File: src/rtl/ecc_secded_scrub_memory_if.sv
// Read/write bus of the SEC-DED scrubbed memory: the master issues requests
// and the slave (the memory) returns registered read results.
interface ecc_secded_scrub_memory_if #(
    parameter int DATA_W = 8,
    parameter int ADDR_W = 4
);
    logic              wr_en;
    logic [ADDR_W-1:0] wr_addr;
    logic [DATA_W-1:0] wr_data;
    logic              rd_en;
    logic [ADDR_W-1:0] rd_addr;
    logic              rd_valid;
    logic [DATA_W-1:0] rd_data;
    logic              rd_sec;
    logic              rd_ded;

    modport master (
        output wr_en, wr_addr, wr_data, rd_en, rd_addr,
        input  rd_valid, rd_data, rd_sec, rd_ded
    );

    modport slave (
        input  wr_en, wr_addr, wr_data, rd_en, rd_addr,
        output rd_valid, rd_data, rd_sec, rd_ded
    );
endinterface

File: src/rtl/ecc_secded_scrub_memory.sv
// Extended-Hamming (SEC-DED) protected memory with fault injection and a
// background scrubber that rewrites single-bit-corrupted words in idle cycles.
module ecc_secded_scrub_memory #(
    parameter int DATA_W         = 8,
    parameter int ADDR_W         = 4,
    parameter int SCRUB_INTERVAL = 256,
    parameter int CNT_W          = 16,
    localparam int P             = $clog2(DATA_W + 1 + $clog2(DATA_W + 1)),
    localparam int CODE_W        = DATA_W + P + 1,
    localparam int BIT_W         = $clog2(CODE_W)
) (
    input  logic                         clk,
    input  logic                         rst,
    ecc_secded_scrub_memory_if.slave     bus,
    input  logic                         fault_inject,
    input  logic [ADDR_W-1:0]            fault_addr,
    input  logic [BIT_W-1:0]             fault_bit0,
    input  logic                         fault_double,
    input  logic [BIT_W-1:0]             fault_bit1,
    input  logic                         scrub_en,
    output logic                         scrub_busy,
    output logic                         scrub_done,
    output logic [CNT_W-1:0]             sec_count,
    output logic [CNT_W-1:0]             ded_count
);
    localparam int DEPTH = 1 << ADDR_W;
    localparam int IW    = $clog2(SCRUB_INTERVAL + 1);

    typedef enum logic [2:0] {S_IDLE, S_WAIT, S_READ, S_CHECK, S_WB, S_NEXT} state_t;

    // Position 0 is overall parity, powers of two are Hamming parities, data fills the rest.
    function automatic logic [CODE_W-1:0] encode(input logic [DATA_W-1:0] d);
        logic [CODE_W-1:0] c, sh;
        logic [DATA_W-1:0] dsh;
        logic par;
        int di;
        c  = '0;
        di = 0;
        for (int j = 1; j < CODE_W; j++) begin
            if ((j & (j - 1)) != 0) begin
                dsh = d >> di;
                c   = c | (CODE_W'(dsh[0]) << j);
                di++;
            end
        end
        for (int k = 0; k < P; k++) begin
            par = 1'b0;
            for (int j = 1; j < CODE_W; j++) begin
                if (((j >> k) & 1) == 1) begin
                    sh  = c >> j;
                    par = par ^ sh[0];
                end
            end
            c = c | (CODE_W'(par) << (1 << k));
        end
        return c | CODE_W'(^c);
    endfunction

    // Returns {ded, sec, data}; on DED the data bits are passed through raw.
    function automatic logic [DATA_W+1:0] decode(input logic [CODE_W-1:0] c);
        logic [P-1:0]      s;
        logic [CODE_W-1:0] fixed, sh;
        logic [DATA_W-1:0] d;
        logic              sec, ded;
        int                di;
        s = '0;
        for (int j = 1; j < CODE_W; j++) begin
            sh = c >> j;
            if (sh[0]) s = s ^ P'(j);
        end
        fixed = c;
        sec   = 1'b0;
        ded   = 1'b0;
        if (s != '0 && (^c)) begin
            if ({1'b0, s} < (P+1)'(CODE_W)) begin
                fixed = c ^ (CODE_W'(1) << s);
                sec   = 1'b1;
            end else begin
                ded = 1'b1;
            end
        end else if (^c) begin
            sec = 1'b1;
        end else if (s != '0) begin
            ded = 1'b1;
        end
        d  = '0;
        di = 0;
        for (int j = 1; j < CODE_W; j++) begin
            if ((j & (j - 1)) != 0) begin
                sh = fixed >> j;
                d  = d | (DATA_W'(sh[0]) << di);
                di++;
            end
        end
        return {ded, sec, d};
    endfunction

    function automatic logic [CNT_W-1:0] sat_add(input logic [CNT_W-1:0] c, input logic [1:0] inc);
        logic [CNT_W:0] sum;
        sum = {1'b0, c} + (CNT_W+1)'(inc);
        return sum[CNT_W] ? '1 : sum[CNT_W-1:0];
    endfunction

    logic [CODE_W-1:0] mem [DEPTH];
    state_t            state_reg, state_next;
    logic [ADDR_W-1:0] ptr_reg;
    logic [IW-1:0]     interval_reg;
    logic [CODE_W-1:0] scrub_word_reg;
    logic              cancel_reg;
    logic              rd_valid_reg, rd_sec_reg, rd_ded_reg;
    logic [DATA_W-1:0] rd_data_reg;
    logic [CNT_W-1:0]  sec_count_reg, ded_count_reg;

    logic [DATA_W+1:0] rd_dec, scrub_dec;
    logic [CODE_W-1:0] fault_mask;
    logic              bus_busy, inject_ok, ptr_hit, cancel_now;
    logic              scrub_capture, scrub_write, scrub_check;
    logic [1:0]        sec_inc, ded_inc;

    assign rd_dec     = decode(mem[bus.rd_addr]);
    assign scrub_dec  = decode(scrub_word_reg);
    assign bus_busy   = bus.wr_en | fault_inject | bus.rd_en;
    assign inject_ok  = fault_inject && !(bus.wr_en && bus.wr_addr == fault_addr);
    assign ptr_hit    = (bus.wr_en && bus.wr_addr == ptr_reg) || (fault_inject && fault_addr == ptr_reg);
    assign cancel_now = cancel_reg | ptr_hit;

    always_comb begin
        fault_mask = '0;
        if ({1'b0, fault_bit0} < (BIT_W+1)'(CODE_W))
            fault_mask = fault_mask | (CODE_W'(1) << fault_bit0);
        if (fault_double && ({1'b0, fault_bit1} < (BIT_W+1)'(CODE_W)))
            fault_mask = fault_mask | (CODE_W'(1) << fault_bit1);
    end

    always_ff @(posedge clk) begin
        if (!rst) begin
            state_reg <= S_IDLE;
        end else begin
            state_reg <= state_next;
        end
    end

    always_comb begin
        state_next = state_reg;
        case (state_reg)
            S_IDLE:  if (scrub_en) state_next = S_WAIT;
            S_WAIT:  if (!scrub_en) state_next = S_IDLE;
                     else if (interval_reg == IW'(SCRUB_INTERVAL - 1)) state_next = S_READ;
            S_READ:  if (!bus_busy) state_next = S_CHECK;
            S_CHECK: state_next = (scrub_dec[DATA_W] && !cancel_now) ? S_WB : S_NEXT;
            S_WB:    if (cancel_now || !bus_busy) state_next = S_NEXT;
            S_NEXT:  state_next = scrub_en ? S_WAIT : S_IDLE;
            default: state_next = S_IDLE;
        endcase
    end

    always_comb begin
        scrub_capture = (state_reg == S_READ) && !bus_busy;
        scrub_write   = (state_reg == S_WB) && !cancel_now && !bus_busy;
        scrub_check   = (state_reg == S_CHECK);
        scrub_busy    = (state_reg == S_READ) || (state_reg == S_CHECK) ||
                        (state_reg == S_WB)   || (state_reg == S_NEXT);
        scrub_done    = (state_reg == S_NEXT) && (ptr_reg == ADDR_W'(DEPTH - 1));
    end

    // A write or injection hitting the word under scrub makes the captured copy stale.
    always_ff @(posedge clk) begin
        if (!rst) begin
            ptr_reg        <= '0;
            interval_reg   <= '0;
            scrub_word_reg <= '0;
            cancel_reg     <= 1'b0;
        end else begin
            interval_reg <= (state_reg == S_WAIT && state_next == S_WAIT) ? interval_reg + 1'b1 : '0;
            if (scrub_capture) scrub_word_reg <= mem[ptr_reg];
            cancel_reg <= (state_reg == S_CHECK || state_reg == S_WB) ? cancel_now : 1'b0;
            if (state_reg == S_NEXT) ptr_reg <= ptr_reg + 1'b1;
        end
    end

    always_ff @(posedge clk) begin
        if (!rst) begin
            for (int i = 0; i < DEPTH; i++) mem[i] <= '0;
        end else begin
            if (scrub_write) mem[ptr_reg] <= encode(scrub_dec[DATA_W-1:0]);
            if (inject_ok)   mem[fault_addr] <= mem[fault_addr] ^ fault_mask;
            if (bus.wr_en)   mem[bus.wr_addr] <= encode(bus.wr_data);
        end
    end

    assign sec_inc = {1'b0, bus.rd_en & rd_dec[DATA_W]}   + {1'b0, scrub_check & scrub_dec[DATA_W]};
    assign ded_inc = {1'b0, bus.rd_en & rd_dec[DATA_W+1]} + {1'b0, scrub_check & scrub_dec[DATA_W+1]};

    always_ff @(posedge clk) begin
        if (!rst) begin
            rd_valid_reg  <= 1'b0;
            rd_data_reg   <= '0;
            rd_sec_reg    <= 1'b0;
            rd_ded_reg    <= 1'b0;
            sec_count_reg <= '0;
            ded_count_reg <= '0;
        end else begin
            rd_valid_reg <= bus.rd_en;
            rd_sec_reg   <= bus.rd_en & rd_dec[DATA_W];
            rd_ded_reg   <= bus.rd_en & rd_dec[DATA_W+1];
            if (bus.rd_en) rd_data_reg <= rd_dec[DATA_W-1:0];
            sec_count_reg <= sat_add(sec_count_reg, sec_inc);
            ded_count_reg <= sat_add(ded_count_reg, ded_inc);
        end
    end

    assign bus.rd_valid = rd_valid_reg;
    assign bus.rd_data  = rd_data_reg;
    assign bus.rd_sec   = rd_sec_reg;
    assign bus.rd_ded   = rd_ded_reg;
    assign sec_count    = sec_count_reg;
    assign ded_count    = ded_count_reg;
endmodule

File: src/flat_wrapper.sv
// flat-port wrapper written by rule: the top's interface ports become plain ports
module ecc_secded_scrub_memory_flat 
#(
    parameter int DATA_W         = 8,
    parameter int ADDR_W         = 4,
    parameter int SCRUB_INTERVAL = 256,
    parameter int CNT_W          = 16,
    localparam int P             = $clog2(DATA_W + 1 + $clog2(DATA_W + 1)),
    localparam int CODE_W        = DATA_W + P + 1,
    localparam int BIT_W         = $clog2(CODE_W)
)
  (clk, rst, fault_inject, fault_addr, fault_bit0, fault_double, fault_bit1, scrub_en, scrub_busy, scrub_done, sec_count, ded_count, bus_wr_en, bus_wr_addr, bus_wr_data, bus_rd_en, bus_rd_addr, bus_rd_valid, bus_rd_data, bus_rd_sec, bus_rd_ded);
  ecc_secded_scrub_memory_if #(.DATA_W(DATA_W), .ADDR_W(ADDR_W)) bus_i ();
  input  logic clk;
  input  logic rst;
  input  logic fault_inject;
  input  logic [ADDR_W-1:0] fault_addr;
  input  logic [BIT_W-1:0] fault_bit0;
  input  logic fault_double;
  input  logic [BIT_W-1:0] fault_bit1;
  input  logic scrub_en;
  output logic scrub_busy;
  output logic scrub_done;
  output logic [CNT_W-1:0] sec_count;
  output logic [CNT_W-1:0] ded_count;
  input wire logic [$bits(bus_i.wr_en)-1:0] bus_wr_en;
  input wire logic [$bits(bus_i.wr_addr)-1:0] bus_wr_addr;
  input wire logic [$bits(bus_i.wr_data)-1:0] bus_wr_data;
  input wire logic [$bits(bus_i.rd_en)-1:0] bus_rd_en;
  input wire logic [$bits(bus_i.rd_addr)-1:0] bus_rd_addr;
  output wire logic [$bits(bus_i.rd_valid)-1:0] bus_rd_valid;
  output wire logic [$bits(bus_i.rd_data)-1:0] bus_rd_data;
  output wire logic [$bits(bus_i.rd_sec)-1:0] bus_rd_sec;
  output wire logic [$bits(bus_i.rd_ded)-1:0] bus_rd_ded;
  assign bus_i.wr_en = bus_wr_en;
  assign bus_i.wr_addr = bus_wr_addr;
  assign bus_i.wr_data = bus_wr_data;
  assign bus_i.rd_en = bus_rd_en;
  assign bus_i.rd_addr = bus_rd_addr;
  assign bus_rd_valid = bus_i.rd_valid;
  assign bus_rd_data = bus_i.rd_data;
  assign bus_rd_sec = bus_i.rd_sec;
  assign bus_rd_ded = bus_i.rd_ded;
  ecc_secded_scrub_memory #(.DATA_W(DATA_W), .ADDR_W(ADDR_W), .SCRUB_INTERVAL(SCRUB_INTERVAL), .CNT_W(CNT_W)) u_core (.clk(clk), .rst(rst), .bus(bus_i), .fault_inject(fault_inject), .fault_addr(fault_addr), .fault_bit0(fault_bit0), .fault_double(fault_double), .fault_bit1(fault_bit1), .scrub_en(scrub_en), .scrub_busy(scrub_busy), .scrub_done(scrub_done), .sec_count(sec_count), .ded_count(ded_count));
endmodule
File: config.mk
export PLATFORM = sky130hd
export DESIGN_NAME = ecc_secded_scrub_memory_flat
export DESIGN_NICKNAME = d
export VERILOG_FILES = /design/src/rtl/ecc_secded_scrub_memory_if.sv /design/src/rtl/ecc_secded_scrub_memory.sv /design/src/flat_wrapper.sv
export SDC_FILE = /design/constraint.sdc
export NUM_CORES = 1
export LEC_CHECK = 0
export CORE_MARGIN = 8
export CORE_UTILIZATION = 50
export DETAILED_ROUTE_END_ITERATION = 16
export PLACE_DENSITY = 0.68
export SETUP_SLACK_MARGIN = 0.05
export SLEW_MARGIN = 20
export SYNTH_ARGS = -nofsm -noshare
export SYNTH_HDL_FRONTEND = slang
export SYNTH_SLANG_ARGS = --single-unit
File: constraint.sdc
create_clock -name clk -period 12.36 [get_ports clk]
set_input_delay 1.854 -clock clk [delete_from_list [all_inputs] [get_ports clk]]
set_output_delay 1.854 -clock clk [all_outputs]
set_load 0.02 [all_outputs]
==> results <==
- The routed via count divided by cell count is 6.91.
- During placement, the flow inserted port buffers numbering a little under 80.
- Across all layers, the routed design uses 14100 vias.
- For the pin with the worst max-slew slack, the measured transition is 1.16 ns.
- In this run the standard cell core region covers 36400 µm².
- Across the routed clock network, the largest skew measured is 0.0235 ns.
- The area added between synthesis and finish is 11.5%.
- The cell area that synthesis handed to floorplanning was between 15000 and 20000 µm².
- Traced cell by cell, the critical path runs through buf_4 -> buf_4 -> mux4_2 -> mux2i_1 -> xor2_1 -> mux2i_1 -> xnor3_1 -> or2_1 -> a311o_1 -> nand2_1 -> nand2_1 -> fa_1 -> inv_1 -> ha_1 -> and3_1 -> nand3_1 -> nor3_1 -> nand4_1 -> a21oi_1.
- Measured in cells, the most critical reg-to-reg path has a length of 17.
- The DRC violations left is 0.
- The critical path is of the in -> reg type.
- Counting I/O delays and the setup requirement, the final critical path takes 7.56 ns.
- The highest cell delay on the worst timing path is 0.57 ns.
- The TritonCTS clock tree is yes.
- The number of antenna violations at the first check in global routing is 0.
- STA classifies the critical path endpoint as a flop.
- The setup check on the worst reg-to-reg path leaves a slack of roughly 7 ns.
- The worst setup path is launched from an input port.
- The net total in the final layout is 1593.
- The fraction of registers with async set/reset is 0%.
- Yosys attributes the largest share of cell area to edfxtp_1, mux4_2, dfxtp_1.
- The achievable clock frequency is 132 MHz.
- The layer with the highest usage after global routing is met2.
- The cell taking the most area after synthesis is edfxtp_1.
- The clock share of power is 39.4%.
- The pre-antenna-repair detailed-routing pass consisted of 5 iterations.
- The number of placed I/O pins is 80.
- In this run the worst path has a maximum fanout of 27.
- The share of synthesized area in the top cell type comes to 33.9%.
- The first global-routing pass estimated 88200 µm of wire.
- Post-CTS timing repair inserted 0 buffers for setup.
- The maximum VDD drop is 84.5 µV.
- The width of the die is 208 µm.
- The internal portion of the total power is 1.83 mW.
- During synthesis, Yosys emitted a total of 0 warnings.
- The total global routing overflow is 0.
- The mean instance size in the synthesized netlist is 12.0 µm².
- The number of buffers created by CTS is 34.
- In this run the clock root is driven by a clkbuf_16.
- The proportion of total power due to net switching is 28.2%.
- In the final layout, the share of cells above drive strength 1 is 19.9%.
- Setup violations remaining at the end of the flow were counted as 0.
- The detail route stage leaves a number of antenna-violating nets equal to 0.
- The max-slew violation count came to 0.
- The endpoint of the worst hold-timing path is u_core.interval_reg[0].
- Entering global routing, the biggest net connects 44 pins.
- After detailed routing, the total wire length is 57900 µm.
- The worst register-to-register path ends at u_core.sec_count[4].
- The estimated wirelength of the detail-placed design is 42500 µm.
- The hold buffer count at cts is 0.
- The flip-flop count of the largest register after layout is 208.
- Counting flops with a built-in enable in the synthesized netlist gives 208.
- Setup slack closes at 4.80 ns.
- After floorplanning, the core was divided into 70 placement rows.
- Data arrives at the worst endpoint at ~8.0 ns.
- The total count of hold-check failures in the final report was 0.
- For the worst setup path, the data required time is approximately 13 ns.
- The run finished with clean final reports.
- The total negative setup slack is 0 ns.
- Setup repair after global routing left no endpoint under its margin.
- After detailed routing, the average wire length per cell comes to 28.3 µm.
- The combined global-route utilization of all metal layers is 26.4%.
- Counting instances, the worst hold path has a depth of 1.
- The met1 usage in global routing is about a third.
- The worst hold path belongs to the class reg -> reg.
- Final hold analysis gives a worst-case slack of 0.459 ns.
- The latest clock arrival within the worst-skew pair is 0.53 ns.
- The die height is 208 µm.
- The number of flip-flops and latches in the synthesized netlist is 281.
- The share of total power dissipated in sequential elements is 42.7%.
- The clock-pin slew on the worst setup and hold paths is 0.06 ns.
- The met2 track utilization from global routing is 42.6%.
- The net count after synthesis is 1572.
- After synthesis, the netlist uses 67 different library cells.
- The combinational share of power is ~18%.
- The analysis attributes to net switching a power of 0.717 mW.
- The overall power of the completed layout is around 2.5 mW.
- The critical register-to-register path startpoint is u_core.mem[10][2].
- The prevailing post-synth register cell is edfxtp_1.
- The number of DRC violations after detailed-routing iteration 0 is 1944.
- The final clock period utilization by the worst path is 61.2%.
- The maximum buffer depth of the clock tree is 3.
- In the global route stage, met3 resource usage came out at under 10%.
- Power spread over the standard cell area amounts to 124 nW/µm².
- The effective utilization at floorplan is 50.5%.
- The startpoint identified for the worst hold timing path is u_core.interval_reg[0].
- The number of clock sinks is between 200 and 300.
- Timing analysis after detailed placement gives a worst setup slack of 4.30 ns.
- 0 antenna diodes ended up in the layout.
- The post-synthesis instance total is 1530.
- The congestion estimate from routability-driven global placement came to 0.952.
- The number of H-tree levels is 2.
- The via count of the first global-routing pass was between 10000 and 15000.
- The die covers 43200 µm².
- The sequential area share after synthesis is about two fifths.
- On the critical path, the stage with the largest delay is an instance of buf_4.
- The number of gates resized after cts is 0.
- The tightest slew margin relative to the limit is 20.9%.
- The max-cap violation count is 0.
- For this design the static power due to leakage is 6.89 nW.
==> per-layer routing <==
metal / vias to the layer above / share of wire (%)
li1: 6022 / -
met1: 6906 / 37
met2: 1056 / 47
met3: 130 / 12
met4: 0 / 3.4
met5: - / 0
==> worst max-delay path, delay by kind of cell <==
kind,cells,cell delay [ns]
xor+xnor,2,0.65
fa+ha+maj,2,0.68
simple gates,7,1.73
buf+inv,3,1.10
mux,3,1.29
compound gates,2,0.63
==> power by group through the flow <==
stage	sequential (mW)	combinational [mW]	clock (mW)
finish	1.09	0.456	1.00
global route	1.09	0.479	1.04
CTS	1.09	0.447	1.01
detailed placement	1.10	0.445	0
global placement	1.10	0.440	0
floorplan	1.10	0.301	0
==> kinds of logic after synthesis <==
group	share of synthesized area (%)
buffers and inverters	3.59
AOI/OAI and AO/OA	12.4
DFF	41.9
and+or+nand+nor	10.2
muxes	23.7
xor gates and xnor gates	7.64
adders and majority gates	0.558
==> cell usage after synthesis, drive strengths merged (3+ instances only) <==
master / n
edfxtp: 208
mux4: 183
nand2: 163
o21ai: 97
nor2: 95
a22o: 80
clkbuf: 78
xnor2: 76
dfxtp: 73
a21oi: 67
xor2: 56
o22ai: 50
nand3: 48
buf: 45
a22oi: 24
mux2i: 23
nor2b: 21
inv: 18
nand4: 18
nor3: 18
and3: 12
nand2b: 9
a31oi: 7
or2: 7
xnor3: 6
ha: 5
or3: 5
nor4: 4
o21a: 4
a32oi: 3
clkinv: 3
==> final cells by class <==
class	instances	area [µm²]
clock inverters	16	173
fillers	2996	15900
well taps	468	586
inverters	21	78.8
clock buffers	44	920
multi-input cells	1105	10100
repair buffers	108	988
flip-flops and latches	281	7710
==> placed cells by master (no fill, tap or decap), types with 50 or more instances in the layout <==
master / synthesis / final
nor2_1: 95 / 95
dfxtp_1: 73 / 71
xor2_1: 55 / 55
a22o_1: 80 / 80
o22ai_1: 50 / 50
clkdlybuf4s50_1: 0 / 74
edfxtp_1: 208 / 208
a21oi_1: 60 / 54
mux4_2: 183 / 183
nand2_1: 163 / 163
o21ai_0: 85 / 85
xnor2_1: 68 / 67
==> per-stage QoR <==
step	instances	instance area [µm²]	util, %
6_report	2043	20500	56.3
5_1_grt	2043	20500	56.3
4_1_cts	2043	20500	56.3
3_5_place_dp	1983	19400	53.3
3_3_place_gp	1983	19400	53.3
2_1_floorplan	1530	18400	-
==> worst max path at each step <==
| stage | slack, ns | cells past startpoint | endpoint | startpoint |
|---|---|---|---|---|
| after floorplan | 6.18 | 20 | u_core.sec_count[3] | bus_rd_addr[0] |
| after global placement | 4.42 | 19 | u_core.sec_count[0] | bus_rd_addr[0] |
| after detailed placement | 4.30 | 19 | u_core.sec_count[4] | bus_rd_addr[0] |
| after CTS | 4.80 | 19 | u_core.sec_count[4] | bus_rd_addr[0] |
| after global routing | 4.38 | 19 | u_core.sec_count[4] | bus_rd_addr[0] |
| final | 4.80 | 19 | u_core.sec_count[4] | bus_rd_addr[0] |
No activity file was read; power rests on OpenSTA's default activity.
